**config.mk**
```make
export PLATFORM = sky130hd
export DESIGN_NAME = sync_fifo_pack_flat
export DESIGN_NICKNAME = d
export VERILOG_FILES = /design/src/rtl/sync_fifo_pack_if.sv /design/src/rtl/sync_fifo_pack.sv /design/src/flat_wrapper.sv
export SDC_FILE = /design/constraint.sdc
export NUM_CORES = 2
export LEC_CHECK = 0
export BUFFER_PORTS_ARGS = -buffer_cell sky130_fd_sc_hd__buf_2
export CAP_MARGIN = 20
export CORE_MARGIN = 1.5
export CORE_UTILIZATION = 25
export DETAILED_ROUTE_END_ITERATION = 12
export GPL_TIMING_DRIVEN = 0
export HOLD_SLACK_MARGIN = 0.03
export PLACE_DENSITY = 0.43
export SETUP_SLACK_MARGIN = 0.15
export SYNTH_ARGS = -nofsm -noshare
export SYNTH_HDL_FRONTEND = slang
export SYNTH_SLANG_ARGS = --single-unit
```
**constraint.sdc**
```tcl
create_clock -name sys_clk -period 20.7 [get_ports sys_clk]
set_clock_uncertainty 0.1 [all_clocks]
set_input_delay 1.035 -clock sys_clk [delete_from_list [all_inputs] [get_ports sys_clk]]
set_output_delay 1.035 -clock sys_clk [all_outputs]
set_load 0.01 [all_outputs]
```
**src/rtl/sync_fifo_pack_if.sv**
```systemverilog
// Handshake and status bundle for sync_fifo_pack: narrow write side, wide read side.
interface sync_fifo_pack_if #(
    parameter int unsigned INPUT_WIDTH  = 8,
    parameter int unsigned OUTPUT_WIDTH = 64,
    parameter int unsigned WR_DEPTH     = 128,
    parameter int unsigned RD_DEPTH     = 16
);
    logic                          wr_en;
    logic [INPUT_WIDTH-1:0]        din;
    logic                          full;
    logic [$clog2(WR_DEPTH):0]     wr_data_count;
    logic [$clog2(WR_DEPTH):0]     wr_data_space;
    logic                          rd_en;
    logic [OUTPUT_WIDTH-1:0]       dout;
    logic                          valid;
    logic                          empty;
    logic [$clog2(RD_DEPTH):0]     rd_data_count;
    logic [$clog2(RD_DEPTH):0]     rd_data_space;

    modport master (
        output wr_en, din, rd_en,
        input  full, wr_data_count, wr_data_space,
        input  dout, valid, empty, rd_data_count, rd_data_space
    );

    modport slave (
        input  wr_en, din, rd_en,
        output full, wr_data_count, wr_data_space,
        output dout, valid, empty, rd_data_count, rd_data_space
    );
endinterface

```
**src/rtl/sync_fifo_pack.sv**
```systemverilog
// Single-clock packing FIFO: RATIO narrow write words are assembled into one wide read word.
// Storage is kept as wide rows so a read never needs more than one row access.
module sync_fifo_pack #(
    parameter int unsigned INPUT_WIDTH  = 8,
    parameter int unsigned OUTPUT_WIDTH = 64,
    parameter int unsigned WR_DEPTH     = 128,
    parameter int unsigned RD_DEPTH     = 16,
    parameter string       MODE         = "Standard",
    parameter string       DIRECTION    = "LSB"
) (
    input  logic             sys_clk,
    input  logic             sys_rst,
    sync_fifo_pack_if.slave  fifo
);
    localparam int unsigned RATIO = OUTPUT_WIDTH / INPUT_WIDTH;
    localparam int unsigned LOG_R = $clog2(RATIO);
    localparam int unsigned WA    = $clog2(WR_DEPTH);
    localparam int unsigned RA    = $clog2(RD_DEPTH);
    localparam int unsigned WCW   = WA + 1;
    localparam int unsigned RCW   = RA + 1;

    logic [OUTPUT_WIDTH-1:0] mem_q [RD_DEPTH];

    logic [WA-1:0]           wr_ptr_q;
    logic [RA-1:0]           rd_ptr_q;
    logic [WCW-1:0]          wcnt_q, wcnt_d;
    logic [WCW-1:0]          wspace_q, wspace_d;
    logic [WCW-1:0]          wceil_d;
    logic [RCW-1:0]          rcnt_q, rcnt_d;
    logic [RCW-1:0]          rspace_q, rspace_d;
    logic                    full_q, full_d;
    logic                    empty_q, empty_d;
    logic                    wr_acc, rd_acc;

    logic [RA-1:0]           wr_row;
    logic [LOG_R-1:0]        wr_lane, lane_pos;
    logic [31:0]             wr_shift;
    logic [OUTPUT_WIDTH-1:0] lane_mask, lane_data, head;

    assign wr_row    = wr_ptr_q[WA-1:LOG_R];
    assign wr_lane   = wr_ptr_q[LOG_R-1:0];
    assign lane_pos  = (DIRECTION == "MSB") ? ~wr_lane : wr_lane;
    assign wr_shift  = 32'(lane_pos) * INPUT_WIDTH;
    assign lane_mask = {{(OUTPUT_WIDTH-INPUT_WIDTH){1'b0}}, {INPUT_WIDTH{1'b1}}} << wr_shift;
    assign lane_data = {{(OUTPUT_WIDTH-INPUT_WIDTH){1'b0}}, fifo.din} << wr_shift;
    assign head      = mem_q[rd_ptr_q];

    // A read at full frees a whole row, so a same-edge write is accepted into that space.
    always_comb begin
        rd_acc = fifo.rd_en & ~empty_q;
        wr_acc = fifo.wr_en & (~full_q | rd_acc);

        wcnt_d = wcnt_q;
        if (wr_acc) wcnt_d = wcnt_d + WCW'(1);
        if (rd_acc) wcnt_d = wcnt_d - WCW'(RATIO);

        wceil_d  = wcnt_d + WCW'(RATIO - 1);
        rcnt_d   = RCW'(wcnt_d >> LOG_R);
        rspace_d = RCW'(RD_DEPTH) - RCW'(wceil_d >> LOG_R);
        wspace_d = WCW'(WR_DEPTH) - wcnt_d;
        full_d   = (wcnt_d == WCW'(WR_DEPTH));
        empty_d  = (wcnt_d < WCW'(RATIO));
    end

    always_ff @(posedge sys_clk) begin
        if (sys_rst) begin
            wr_ptr_q <= '0;
            rd_ptr_q <= '0;
            wcnt_q   <= '0;
            rcnt_q   <= '0;
            wspace_q <= WCW'(WR_DEPTH);
            rspace_q <= RCW'(RD_DEPTH);
            full_q   <= 1'b0;
            empty_q  <= 1'b1;
        end else begin
            if (wr_acc) wr_ptr_q <= wr_ptr_q + WA'(1);
            if (rd_acc) rd_ptr_q <= rd_ptr_q + RA'(1);
            wcnt_q   <= wcnt_d;
            rcnt_q   <= rcnt_d;
            wspace_q <= wspace_d;
            rspace_q <= rspace_d;
            full_q   <= full_d;
            empty_q  <= empty_d;
        end
    end

    always_ff @(posedge sys_clk) begin
        if (!sys_rst && wr_acc)
            mem_q[wr_row] <= (mem_q[wr_row] & ~lane_mask) | lane_data;
    end

    generate
        if (MODE == "FWFT") begin : g_fwft
            assign fifo.dout  = empty_q ? '0 : head;
            assign fifo.valid = ~empty_q;
        end else begin : g_std
            logic [OUTPUT_WIDTH-1:0] dout_q;
            logic                    valid_q;

            always_ff @(posedge sys_clk) begin
                if (sys_rst) begin
                    dout_q  <= '0;
                    valid_q <= 1'b0;
                end else begin
                    valid_q <= rd_acc;
                    if (rd_acc) dout_q <= head;
                end
            end

            assign fifo.dout  = dout_q;
            assign fifo.valid = valid_q;
        end
    endgenerate

    assign fifo.full          = full_q;
    assign fifo.empty         = empty_q;
    assign fifo.wr_data_count = wcnt_q;
    assign fifo.wr_data_space = wspace_q;
    assign fifo.rd_data_count = rcnt_q;
    assign fifo.rd_data_space = rspace_q;
endmodule

```
**src/flat_wrapper.sv**
```systemverilog
// flat-port wrapper written by rule: the top's interface ports become plain ports
module sync_fifo_pack_flat 
#(
    parameter int unsigned INPUT_WIDTH  = 8,
    parameter int unsigned OUTPUT_WIDTH = 64,
    parameter int unsigned WR_DEPTH     = 128,
    parameter int unsigned RD_DEPTH     = 16,
    parameter string       MODE         = "        ",
    parameter string       DIRECTION    = "   "
)
  (sys_clk, sys_rst, fifo_wr_en, fifo_din, fifo_rd_en, fifo_full, fifo_wr_data_count, fifo_wr_data_space, fifo_dout, fifo_valid, fifo_empty, fifo_rd_data_count, fifo_rd_data_space);
  sync_fifo_pack_if #(.INPUT_WIDTH(INPUT_WIDTH), .OUTPUT_WIDTH(OUTPUT_WIDTH), .WR_DEPTH(WR_DEPTH), .RD_DEPTH(RD_DEPTH)) fifo_i ();
  input  logic sys_clk;
  input  logic sys_rst;
  input wire logic [$bits(fifo_i.wr_en)-1:0] fifo_wr_en;
  input wire logic [$bits(fifo_i.din)-1:0] fifo_din;
  input wire logic [$bits(fifo_i.rd_en)-1:0] fifo_rd_en;
  output wire logic [$bits(fifo_i.full)-1:0] fifo_full;
  output wire logic [$bits(fifo_i.wr_data_count)-1:0] fifo_wr_data_count;
  output wire logic [$bits(fifo_i.wr_data_space)-1:0] fifo_wr_data_space;
  output wire logic [$bits(fifo_i.dout)-1:0] fifo_dout;
  output wire logic [$bits(fifo_i.valid)-1:0] fifo_valid;
  output wire logic [$bits(fifo_i.empty)-1:0] fifo_empty;
  output wire logic [$bits(fifo_i.rd_data_count)-1:0] fifo_rd_data_count;
  output wire logic [$bits(fifo_i.rd_data_space)-1:0] fifo_rd_data_space;
  assign fifo_i.wr_en = fifo_wr_en;
  assign fifo_i.din = fifo_din;
  assign fifo_i.rd_en = fifo_rd_en;
  assign fifo_full = fifo_i.full;
  assign fifo_wr_data_count = fifo_i.wr_data_count;
  assign fifo_wr_data_space = fifo_i.wr_data_space;
  assign fifo_dout = fifo_i.dout;
  assign fifo_valid = fifo_i.valid;
  assign fifo_empty = fifo_i.empty;
  assign fifo_rd_data_count = fifo_i.rd_data_count;
  assign fifo_rd_data_space = fifo_i.rd_data_space;
  sync_fifo_pack #(.INPUT_WIDTH(INPUT_WIDTH), .OUTPUT_WIDTH(OUTPUT_WIDTH), .WR_DEPTH(WR_DEPTH), .RD_DEPTH(RD_DEPTH), .MODE(MODE), .DIRECTION(DIRECTION)) u_core (.sys_clk(sys_clk), .sys_rst(sys_rst), .fifo(fifo_i));
endmodule
```
# Yosys cells after proc, flatten, opt, wreduce, memory -nomap -nowiden
# Memories as Yosys holds them, arrays and structs flattened. A register that Yosys moved wholly into a read port is not among the register bits.
# Cells that the tools add are included.
word_totals:
  n_memories: 1
  wordCells: 37
  inputBits: 12
  reg_bits: 40
  mem_bits_rw: 1024
  output_inout_bits: 93
classes:
  muxes: 6
  n_reduce_logical: 2
  bitwise: 8
  magnitude_cmp: 1
  n_addsub: 7
  eq_ne: 1
  shift: 2
memory_table:
  columns: ["memory", "depth", "width", "read_ports", "rd_ports_with_merged_regs", "write_ports", "line_no", "text"]
  rows:
  - ["u_core.mem_q", 16, 64, 2, 2, 1, "sync_fifo_pack.sv:22", "logic [OUTPUT_WIDTH-1:0] mem_q [RD_DEPTH];"]
op_table:
  columns: ["op", "count"]
  rows:
  - ["$and A64 B64 Y64", 1]
  - ["$not A64 Y64", 1]
  - ["$or A64 B64 Y64", 1]
  - ["$shl A8 B6 Y64", 1]
  - ["$shl A8 B6 Y64 const A", 1]
  - ["$mux W8", 2]
  - ["$add A8 B1 Y8 const B", 1]
  - ["$add A8 B3 Y8 const B", 1]
  - ["$eq A8 B8 Y1 const B", 1]
  - ["$lt A8 B4 Y1 const B", 1]
  - ["$mux W4", 2]
  - ["$sub A8 B4 Y8 const B", 1]
  - ["$sub A8 B8 Y8 const A", 1]
  - ["$add A7 B1 Y7 const B", 1]
  - ["$sub A5 B5 Y5 const A", 1]
  - ["$add A4 B1 Y4 const B", 1]
  - ["$and A1 B1 Y1", 2]
  - ["$mux W1", 2]
  - ["$not A1 Y1", 2]
  - ["$logic_and A1 B1 Y1", 1]
  - ["$logic_not A1 Y1", 1]
  - ["$or A1 B1 Y1", 1]

# Depth between registers and ports, before layout
depth:
  depth_word: 9
  ltp_mapped: 11
  mapped_depth_nobuf: 9

# Worst setup path before layout
# OpenSTA, ideal clock, no wires.
synth_timing:
  kind: "input to register"
  from: "input fifo_rd_en"
  to: "memory u_core.mem_q[3][0], enable pin"
  required_time_ns: 20.035
  setup_slack_ns: 13.405
  setup_time_ns: 0.565
  path_buffers: 2
  cell_stages: 7
  arrival_ns: 6.630
  path_cell_list: "nand2b_4 > buf_2 > a21boi_0 > clkbuf_1 > nand3_1 > or2_2 > nor3_1"
synth_between:
  elab_chain_cells: 6
synth_lines:
  columns: ["item", "line_no", "text"]
  rows:
  - ["start, declared", "flat_wrapper.sv:17", "input wire logic [$bits(fifo_i.rd_en)-1:0] fifo_rd_en;"]
  - ["$and A1 B1 Y1", "sync_fifo_pack.sv:50", "rd_acc = fifo.rd_en & ~empty_q;"]
  - ["$or A1 B1 Y1", "sync_fifo_pack.sv:51", "wr_acc = fifo.wr_en & (~full_q | rd_acc);"]
  - ["$and A1 B1 Y1", "sync_fifo_pack.sv:51", null]
  - ["$logic_and A1 B1 Y1", "sync_fifo_pack.sv:88", "if (!sys_rst && wr_acc)"]
  - ["$mux W1", "sync_fifo_pack.sv:88", null]
  - ["$mux W1 (implied by the code)", "sync_fifo_pack.sv:89", "mem_q[wr_row] <= (mem_q[wr_row] & ~lane_mask) | lane_data;"]
  - ["end, declared", "sync_fifo_pack.sv:22", null]
# No other way between the ends.

# Worst setup path in the final report
layout_timing:
  from: "register u_core.empty_q (netlist: u_core.fifo.empty)"
  to: "memory u_core.mem_q[3][49], enable pin"
layout_between:
  elab_chain_cells: 7
layout_lines:
  columns: ["item", "line_no", "text"]
  rows:
  - ["start, declared", "sync_fifo_pack.sv:32", "logic empty_q, empty_d;"]
  - ["start signal, assigned", "sync_fifo_pack.sv:83", "empty_q <= empty_d;"]
  - ["$not A1 Y1", "sync_fifo_pack.sv:50", null]
  - ["$and A1 B1 Y1", "sync_fifo_pack.sv:50", null]
  - ["$or A1 B1 Y1", "sync_fifo_pack.sv:51", null]
  - ["$and A1 B1 Y1", "sync_fifo_pack.sv:51", null]
  - ["$logic_and A1 B1 Y1", "sync_fifo_pack.sv:88", null]
  - ["$mux W1", "sync_fifo_pack.sv:88", null]
  - ["$mux W1 (implied by the code)", "sync_fifo_pack.sv:89", null]
# No other way between the ends.

==> metrics.md <==
| Metric | Value |
|---|---|
| First-pass GRT wire length | 249000 µm |
| Pwr dens | 90.5 mW/mm² |
| Mapped Nets | 2517 |
| DR WL/cell | 31.7 µm |
| Critical path peak fanout | 10 |
| Top cells by area, synth | edfxtp_1 (60%), mux4_2 (28%), dfxtp_1 (4.0%) |
| Die width | 454 µm |
| Worst slack, placed | 15940 ps |
| Min-delay src | u_core.fifo.dout[7] |
| Setup_tns | 0 ps |
| Vias per cell | 5.07 |
| Cell accounting for the most synthesized area | edfxtp_1 |
| Antenna diodes | 0 |
| Cells after synthesis | 2495 |
| Total grt overflow | 0 |
| CP Data Required Time | 21070 ps |
| Top sig layer | met4 |
| Worst Reg-to-Reg Cells | 11 |
| Drc violations | 0 |
| DRT met1 WL | 73400 µm |
| DIE HEIGHT | 454 µm |
| Hold Path Class | register to register |
| HPWL Detailed | 121000 µm |
| RSZ-0062 raised after global routing | false |
| Syn-to-layout area delta | 21.1% |
| CP Launch Point | u_core.fifo.empty |
| WHS Path Cells | 2 |
| Post-synthesis average cell area | 20.4 µm² |
| Crit Path Category | register to register |
| Via count | 28800 |
| Clock slew at reported path FFs | 60 ps |
| Hold buffer count at CTS | 0 |
| Synthesized cell area | 0.0509 mm² |
| # IOs | 105 |
| DR iter-0 viols | 2682 |
| Gp weighted congestion | 0.781 |
| CTS Buffer Depth | 3 |
| Crit path DAT | 4530 ps |
| Crit end category | register |
| Post-synth top area share | 60.4% |
| Clock sink count | 1126 |
| Vias in the first global route | 30700 |
| Tmin final | 4160 ps |
| Worst rel slew slack | 19.6% |
| Worst-Skew Late Latency | 780 ps |
| Count of cell types in the netlist | 58 |
| Metal3 WL | 9110 µm |
| Final setup viols | 0 |
| CTS resizes | 0 |
| Aggregate routed wire length | 180000 µm |
| Most common cell after layout, fill and taps aside | edfxtp_1 |
| Rows | 165 |
| Synth Flop Type | edfxtp_1 |
| Util after Layout | 30.5% |
| R2R Setup Slk | 16540 ps |
| Hold Fails Final Rpt | 0 |
| Worst vdd ir | 55.4 µV |
| Largest net degree at the start of global routing | 19 |
| Fmax | 240 MHz |
| CTS tree | done |
| Lkg Pwr | 18.7 nW |
| Layout Nets | 2927 |
| WL met2 | 90800 µm |
| R2R Path End | u_core.mem_q[3][49] |
| Gr usage total | 17.4% |
| Slew Viols, Final | 0 |
| Worst Slack Setup Final | 16540 ps |
| Most frequent cells in the layout | edfxtp_1 (1024), mux4_2 (640), nand2_1 (187) |
| Layout cells sized above 1 | 40.2% |
| CTS Buf Count | 135 |
| Root Driver | clkbuf_16 |
| WHS Endpoint | u_core.fifo.dout[7] |
| Setup Fix Bufs, Post-CTS | 0 |
| DR pass1 iterations | 5 |
| Worst r2r src | u_core.fifo.empty |
| # fillers | 19500 |
| CTS H-Tree Depth | 4 |
| Initial Util | 25.2% |
| Core Region | 0.202 mm² |
| Worst Tran Pin Value | 1210 ps |
| Input/output buffers | 96 |
| Final worst path period share | 20.1% |
| Yosys warnings | 0 |
| Ys async rst share | 0% |
| Register area share after synthesis | 64.4% |
| Status | finished, final reports clean |
| Post-synth EDFFs | 1024 |
| Max cap viols | 0 |
| Initial antenna violation count | 4 |
| Yosys reg bits | 1126 |
| ANT nets after route | 0 |
| DIE AREA | 0.206 mm² |
| CP Launch Type | register |
==> cell families after synthesis <==
group / count (synthesis) / share of synthesized area, %
flops: 1126 / 64.4
mux: 643 / 28.4
simple gates: 289 / 2.52
fa+ha+maj: 10 / 0.246
xor+xnor: 30 / 0.546
buf+inv: 236 / 1.94
compound gates: 161 / 1.90
==> critical path, stage by stage (launching register included) <==
cell and delay (ps):
dfxtp_1 350, nand2b_4 180, buf_2 200, a21boi_0 310, clkbuf_1 770, nand3_1 240
or2_2 440, nor3_2 510, buf_6 250, buf_6 170, buf_8 160, buf_6 160
==> synth_stat cells (8+ instances only) <==
| master | instances |
|---|---|
| o21ai_0 | 45 |
| ha_1 | 10 |
| nor2_1 | 38 |
| buf_1 | 25 |
| xor2_1 | 12 |
| nand2_1 | 187 |
| xnor2_1 | 16 |
| dfxtp_1 | 102 |
| buf_2 | 55 |
| nor3_1 | 18 |
| edfxtp_1 | 1024 |
| a22o_1 | 24 |
| inv_1 | 44 |
| mux4_2 | 640 |
| nand4_1 | 8 |
| clkbuf_1 | 104 |
| a21oi_1 | 74 |
==> cell type report <==
cell class                      instances  area (µm²)  area share, %
Multi-Input combinational cell       1133       17300           28.0
Timing Repair Buffer                  273        3070           4.98
Clock inverter                         52         399          0.648
Tap cell                             2672        3340           5.43
Sequential cell                      1126       32800           53.2
Inverter                               44         165          0.268
Clock buffer                          187        3760           6.10
Buffer                                192         836           1.36
==> sequential cells by signal, summed over array words and instances (netlist names), named ones only <==
register and cells:
u_core.fifo.dout 64, u_core.rd_ptr_q 4, u_core.fifo.empty 1, u_core.fifo.wr_data_count 2, u_core.fifo.full 1, u_core.fifo.wr_data_space 8
u_core.fifo.valid 1, u_core.fifo.rd_data_count 5, u_core.mem_q 1024, u_core.fifo.rd_data_space 5, u_core.wr_ptr_q 7
==> per-stage QoR <==
step	instance area (µm²)	instances	power [mW]	hold slack (ps)
after detailed placement	57400	5435	3.37	346
final	61600	5679	5.57	352
after global placement	54700	5263	3.33	351
after CTS	61500	5674	5.64	354
after floorplan	50900	2495	3.07	381
after global routing	61600	5679	5.77	367
==> report_power, final <==
group | total, mW | switching (mW) | internal [mW]
Combinational | 0.739 | 0.427 | 0.312
Clock | 2.26 | 0.958 | 1.31
Sequential | 2.57 | 0.0244 | 2.55
==> layer usage <==
layer / vias up / GRT usage [%]
met5: - / 0
met4: 0 / 6.41
met3: 277 / 2.82
met2: 1076 / 30.0
met1: 16000 / 22.1
li1: 11500 / -
==> worst max-delay path by stage <==
stage	end	slack, ps	depth (start not counted)
6_report	u_core.mem_q[3][49]	16540	11
5_1_grt	u_core.mem_q[3][49]	16420	11
4_1_cts	u_core.mem_q[4][61]	16440	6
3_5_place_dp	u_core.mem_q[3][49]	15940	12
3_3_place_gp	u_core.mem_q[3][13]	4490	8
2_1_floorplan	u_core.mem_q[3][0]	13410	7
No activity file was read; power rests on OpenSTA's default activity.
